==> config.mk <==
export PLATFORM = sky130hd
export DESIGN_NAME = qpu_exu_decode_buf
export DESIGN_NICKNAME = d
export VERILOG_FILES = /design/src/rtl/qpu_exu_decode_buf.sv
export SDC_FILE = /design/constraint.sdc
export NUM_CORES = 1
export LEC_CHECK = 0
export ABC_AREA = 1
export CORE_MARGIN = 2
export CORE_UTILIZATION = 61
export DETAILED_ROUTE_END_ITERATION = 12
export PLACE_DENSITY = 0.85
export SKIP_LAST_GASP = 1
export SYNTH_ARGS = -nofsm -noshare
export SYNTH_HDL_FRONTEND = slang
export SYNTH_SLANG_ARGS = --single-unit
export TNS_END_PERCENT = 20
==> constraint.sdc <==
create_clock -name clk -period 5.6 [get_ports clk]
set_input_delay 1.12 -clock clk [delete_from_list [all_inputs] [get_ports clk]]
set_output_delay 1.12 -clock clk [all_outputs]
set_load 0.01 [all_outputs]
==> src/rtl/qpu_exu_decode_buf.sv <==
// Decode buffer between the QPU instruction fetch stage and the EXU decoder.
// A DEPTH-entry FIFO tags each instruction with a timepoint ID and
// quantum-class flags at enqueue, and holds an FMR at the head while any
// quantum measurement is still outstanding.
module qpu_exu_decode_buf #(
  parameter int DEPTH   = 4,
  parameter int INSTR_W = 32,
  parameter int PC_W    = 32,
  parameter int TP_W    = 16,
  parameter int MEAS_W  = 4
) (
  input  logic               clk,
  input  logic               rst_n,
  input  logic               i_valid,
  output logic               i_ready,
  input  logic [INSTR_W-1:0] i_instr,
  input  logic [PC_W-1:0]    i_pc,
  input  logic               i_prdt_taken,
  input  logic               flush,
  output logic               o_valid,
  input  logic               o_ready,
  output logic [INSTR_W-1:0] o_instr,
  output logic [PC_W-1:0]    o_pc,
  output logic               o_prdt_taken,
  output logic [TP_W-1:0]    o_tp_id,
  output logic               o_new_timepoint,
  output logic               o_measure,
  output logic               o_fmr,
  input  logic               meas_done,
  output logic [MEAS_W-1:0]  meas_outstanding,
  output logic               fmr_stall
);

  localparam int AW = $clog2(DEPTH);
  localparam int CW = AW + 1;
  localparam logic [MEAS_W-1:0] MAX_MEAS = {MEAS_W{1'b1}};

  // Entry storage
  logic [INSTR_W-1:0] r_instr [DEPTH];
  logic [PC_W-1:0]    r_pc    [DEPTH];
  logic               r_prdt  [DEPTH];
  logic [TP_W-1:0]    r_tp    [DEPTH];
  logic               r_ntp   [DEPTH];
  logic               r_meas  [DEPTH];
  logic               r_fmr   [DEPTH];

  logic [AW-1:0]      r_wr_ptr;
  logic [AW-1:0]      r_rd_ptr;
  logic [CW-1:0]      r_cnt;
  logic [TP_W-1:0]    r_tp_cnt;
  logic [MEAS_W-1:0]  r_meas_cnt;
  logic [MEAS_W-1:0]  w_meas_nxt;

  logic w_full;
  logic w_empty;
  logic w_enq;
  logic w_deq;
  logic w_hazard;
  logic w_quantum;
  logic w_measure;
  logic w_qwait;
  logic w_fmr;
  logic w_new_tp;
  logic w_meas_inc;
  logic [TP_W-1:0] w_tp_tag;

  // Classification of the incoming instruction word
  assign w_quantum = i_instr[0];
  assign w_measure = w_quantum & (i_instr[9:1] == 9'b011111111);
  assign w_qwait   = ~i_instr[0] & (i_instr[4:0] == 5'b10010);
  assign w_fmr     = (i_instr[4:0] == 5'b11010);
  assign w_new_tp  = w_qwait | (w_quantum & (i_instr[31:29] != 3'b000));
  // An instruction opening a timepoint already carries the new ID
  assign w_tp_tag  = r_tp_cnt + TP_W'(w_new_tp);

  // Full/empty come from registered count only, so i_ready never depends on o_ready
  assign w_full   = (r_cnt == CW'(DEPTH));
  assign w_empty  = (r_cnt == '0);
  assign i_ready  = ~w_full;

  assign w_hazard = (r_fmr[r_rd_ptr] & (r_meas_cnt != '0)) |
                    (r_meas[r_rd_ptr] & (r_meas_cnt == MAX_MEAS));
  assign o_valid   = ~w_empty & ~w_hazard;
  assign fmr_stall = ~w_empty & w_hazard;

  // Flush drops a same-cycle enqueue
  assign w_enq = i_valid & i_ready & ~flush;
  assign w_deq = o_valid & o_ready;
  assign w_meas_inc = w_deq & r_meas[r_rd_ptr];

  assign o_instr          = r_instr[r_rd_ptr];
  assign o_pc             = r_pc[r_rd_ptr];
  assign o_prdt_taken     = r_prdt[r_rd_ptr];
  assign o_tp_id          = r_tp[r_rd_ptr];
  assign o_new_timepoint  = r_ntp[r_rd_ptr];
  assign o_measure        = r_meas[r_rd_ptr];
  assign o_fmr            = r_fmr[r_rd_ptr];
  assign meas_outstanding = r_meas_cnt;

  // Write the tagged entry at the tail
  always_ff @(posedge clk or negedge rst_n) begin
    if (!rst_n) begin
      for (int k = 0; k < DEPTH; k++) begin
        r_instr[k] <= '0;
        r_pc[k]    <= '0;
        r_prdt[k]  <= 1'b0;
        r_tp[k]    <= '0;
        r_ntp[k]   <= 1'b0;
        r_meas[k]  <= 1'b0;
        r_fmr[k]   <= 1'b0;
      end
    end else if (w_enq) begin
      r_instr[r_wr_ptr] <= i_instr;
      r_pc[r_wr_ptr]    <= i_pc;
      r_prdt[r_wr_ptr]  <= i_prdt_taken;
      r_tp[r_wr_ptr]    <= w_tp_tag;
      r_ntp[r_wr_ptr]   <= w_new_tp;
      r_meas[r_wr_ptr]  <= w_measure;
      r_fmr[r_wr_ptr]   <= w_fmr;
    end
  end

  // Pointers and occupancy; flush empties the FIFO
  always_ff @(posedge clk or negedge rst_n) begin
    if (!rst_n) begin
      r_wr_ptr <= '0;
      r_rd_ptr <= '0;
      r_cnt    <= '0;
    end else if (flush) begin
      r_wr_ptr <= '0;
      r_rd_ptr <= '0;
      r_cnt    <= '0;
    end else begin
      if (w_enq) r_wr_ptr <= r_wr_ptr + AW'(1);
      if (w_deq) r_rd_ptr <= r_rd_ptr + AW'(1);
      r_cnt <= r_cnt + CW'(w_enq) - CW'(w_deq);
    end
  end

  // Timepoint counter survives flush and wraps naturally
  always_ff @(posedge clk or negedge rst_n) begin
    if (!rst_n) begin
      r_tp_cnt <= '0;
    end else if (w_enq) begin
      r_tp_cnt <= w_tp_tag;
    end
  end

  // Outstanding-measurement next value; a done at zero with no issue is ignored
  always_comb begin
    w_meas_nxt = r_meas_cnt;
    if (w_meas_inc && !meas_done) begin
      w_meas_nxt = r_meas_cnt + MEAS_W'(1);
    end else if (!w_meas_inc && meas_done && (r_meas_cnt != '0)) begin
      w_meas_nxt = r_meas_cnt - MEAS_W'(1);
    end
  end

  // Outstanding-measurement register, unaffected by flush
  always_ff @(posedge clk or negedge rst_n) begin
    if (!rst_n) begin
      r_meas_cnt <= '0;
    end else begin
      r_meas_cnt <= w_meas_nxt;
    end
  end

endmodule

==> metrics.md <==
| Metric | Value |
|---|---|
| Row count | `59` |
| Commonest cells in the netlist | `nand2_1, o21ai_0, dfrtp_1, nor2_1, inv_1` |
| Clock Tree Buf Depth | `3` |
| Worst-margin pin slew | `around 1.0 ns` |
| Share of layout cells above drive strength 1 | `0.0494` |
| Largest net degree at the start of global routing | `129` |
| Overall power | `10.2 mW` |
| Psw | `3.58 mW` |
| Count of cell types in the netlist | `33` |
| Footprint of the multi-input gates | `6020 um2` |
| LEAKAGE | `9.06 nW` |
| Die Wd | `between 150 and 200 um` |
| Max_slew headroom | `0.321` |
| Netlist Area Pre-Place | `roughly 16000 um2` |
| Crit Path Class | `flop to primary output` |
| Status | `complete, no violations` |
| Total Routed Length | `39700 um` |
| Top cell type by total area after synthesis | `dfrtp_1` |
| Initial drt markers | `1623` |
| Most used DFF post-synth | `dfrtp_1` |
| Setup Total Neg Slack | `0 ns` |
| Clock Latency Late Sink | `between 0.5 and 0.6 ns` |
| H-tree Lvls | `2` |
| Congestion Overflow GR | `0` |
| YS warnings | `0` |
| Crit path max fanout | `91` |
| Area Growth Syn to Fin | `17.7%` |
| Hold Buf Count CTS | `0` |
| Clock power frac | `0.228` |
| Async SR Flop Fraction | `1.00` |
| Nets | `2062` |
| Sequential power share | `0.416` |
| Logic pwr share | `0.356` |
| CP Capture Type | `primary output` |
| Total die area | `27500 um2` |
| WP data arrival | `between 3 and 4 ns` |
| Share of Yosys cell area claimed by the top area cell type | `0.568` |
| Num ports | `162` |
| Storage cell area | `roughly 9000 um2` |
| Register bit total from synthesis | `363` |
| RSZ-0062 raised after global routing | `false` |
| Design Area, Final | `18800 um2` |
| Minimum clock period | `between 4 and 5 ns` |
| P per Cell Area | `543 nW/um2` |
| Count leader, synth | `nand2_1` |
| Routed Antenna Nets | `0` |
| N_diodes | `0` |
| Post-CTS sizing | `0` |
| Total CTS buffers | `38` |
| Initial Util | `0.617` |
| Cell Area, Placed | `approximately 18000 um2` |
| DIE HEIGHT | `166 um` |
| Post-synthesis net count | `roughly 2k` |
| CTS tree | `yes` |
| DRC | `0` |
| Final worst path period share | `0.803` |
| Worst Skew | `around 0.02 ns` |
| Worst slack, placed | `1.53 ns` |
| Internal power | `6.64 mW` |
| CTS Root Cell | `clkbuf_16` |
| Worst hold path type | `flop to flop` |
| Avg Inst Size Synth | `8.46 um2` |
| Via count of the first global-routing pass | `13.4k` |
| Clk slew on worst S/H paths | `0.06 ns` |
| Critical path startpoint category | `flop` |
| Vias/cell | `5.86` |
| Max Fclk | `between 200 and 250 MHz` |
| Net Sw Frac | `0.350` |
| Top cells by area, synth | `dfrtp_1, o21ai_0, nand2_1, nor2_1, o22ai_1` |
| # Post-CTS Setup Buffers | `0` |
| Initial DRT Pass Iterations | `6` |
| First-pass GRT wire length | `66300 um` |
| Worst hold slack | `roughly 0.47 ns` |
| Worst EP required | `4.48 ns` |
| Final hold violations | `0` |
| PnR worst setup slack | `1.10 ns` |
| Placeable Area | `roughly 26000 um2` |
| Cells after Synth | `1889` |
| Vias | `~14k` |
| Number of flops mapped to enable cells by yosys | `0` |
| Setup violators final | `0` |
| RD Place Congestion | `0.835` |
| Num Clock Sinks | `363` |
| Port bufs | `~160` |
| Max IR drop VDD | `approximately 0.33 mV` |
| Sequential fraction of the synthesis area | `0.568` |
| Max-slew violation count | `0` |
| Routed WL per cell | `between 15 and 20 um` |
| Fillers | `roughly 1.9k` |
| Initial antenna violation count | `0` |
| HPWL after DPL | `22900 um` |
| GRT Total Usage | `0.290` |
| Max-Cap Viols | `0` |
## metal layers
metal  share of wire  wire length (um)  track usage
met5               0                 0            0
met2            0.47             18800        0.474
met4           0.024               934       0.0938
met3           0.081              3200       0.0615
met1            0.42             16700        0.392
## through the flow
step / instances / utilization
2_1_floorplan: 1889 / -
3_3_place_gp: 2274 / 0.683
3_5_place_dp: 2274 / 0.683
4_1_cts: 2338 / 0.726
5_1_grt: 2338 / 0.726
6_report: 2338 / 0.726
## cell usage in the layout, fill, tap and decap left out, drive strengths merged
cell type	count
nand2	497
o21ai	472
dfrtp	363
nor2	186
clkdlybuf4s50	160
inv	97
o22ai	82
clkbuf	57
buf	20
nand3	18
ha	10
xor2	9
clkinv	7
nor3	4
nor4	3
a21oi	3
nand4	3
and2	2
xnor2	2
fa	2
nand3b	2
or2	1
and3	1
a31o	1
a31oi	1
## critical path, stage by stage, from the launching register on
cell and delay [ns]:
dfrtp_4 0.67, inv_4 0.75, buf_4 0.42, o21ai_0 0.14
o22ai_1 0.25, clkdlybuf4s50_1 0.59
## power by group through the flow
| stage | combinational (mW) | clock (mW) | sequential [mW] |
|---|---|---|---|
| 6_report | 3.64 | 2.33 | 4.25 |
| 5_1_grt | 4.06 | 2.48 | 4.37 |
| 4_1_cts | 3.65 | 2.37 | 4.23 |
| 3_5_place_dp | 3.61 | 0 | 4.26 |
| 3_3_place_gp | 3.48 | 0 | 4.20 |
| 2_1_floorplan | 2.11 | 0 | 4.09 |
## kinds of logic after synthesis
group / Yosys count / share of synthesized area
flip-flops: 363 / 0.568
AO/OA/AOI/OAI: 559 / 0.182
XOR/XNOR: 11 / 0.00603
AND/OR/NAND/NOR: 717 / 0.176
buffers and inverters: 227 / 0.0572
adder cells (fa/ha/maj): 12 / 0.0103
## flip-flops by register name, indices dropped and copies added (netlist names)
register	flops
meas_outstanding	4
r_cnt	3
r_fmr	4
r_instr	128
r_meas	4
r_ntp	4
r_pc	128
r_prdt	4
r_rd_ptr	2
r_tp	64
r_tp_cnt	16
r_wr_ptr	2
## area by class of cell
cell class                 instances  area share
sequential                       363       0.483
multi-input combinational       1299       0.320
timing repair buffer             180      0.0955
clock buffer                      57      0.0581
tap                              335      0.0223
inverter                          97      0.0195
clock inverter                     7     0.00206
## worst paths after layout
kind                        startpoint          end  slack [ns]  depth (start not counted)
max                        r_rd_ptr[0]  o_instr[23]        1.10                          5
min                           r_tp[18]     r_tp[18]        0.47                          2
max reg2reg                r_rd_ptr[0]     r_cnt[2]        2.08                         15
min reg2reg                   r_tp[18]     r_tp[18]        0.47                          2
max in group asynchronous        rst_n     r_pc[33]        3.83                          2
min in group asynchronous        rst_n  r_instr[79]        0.67                          1
(Power assumes the default switching activity.)
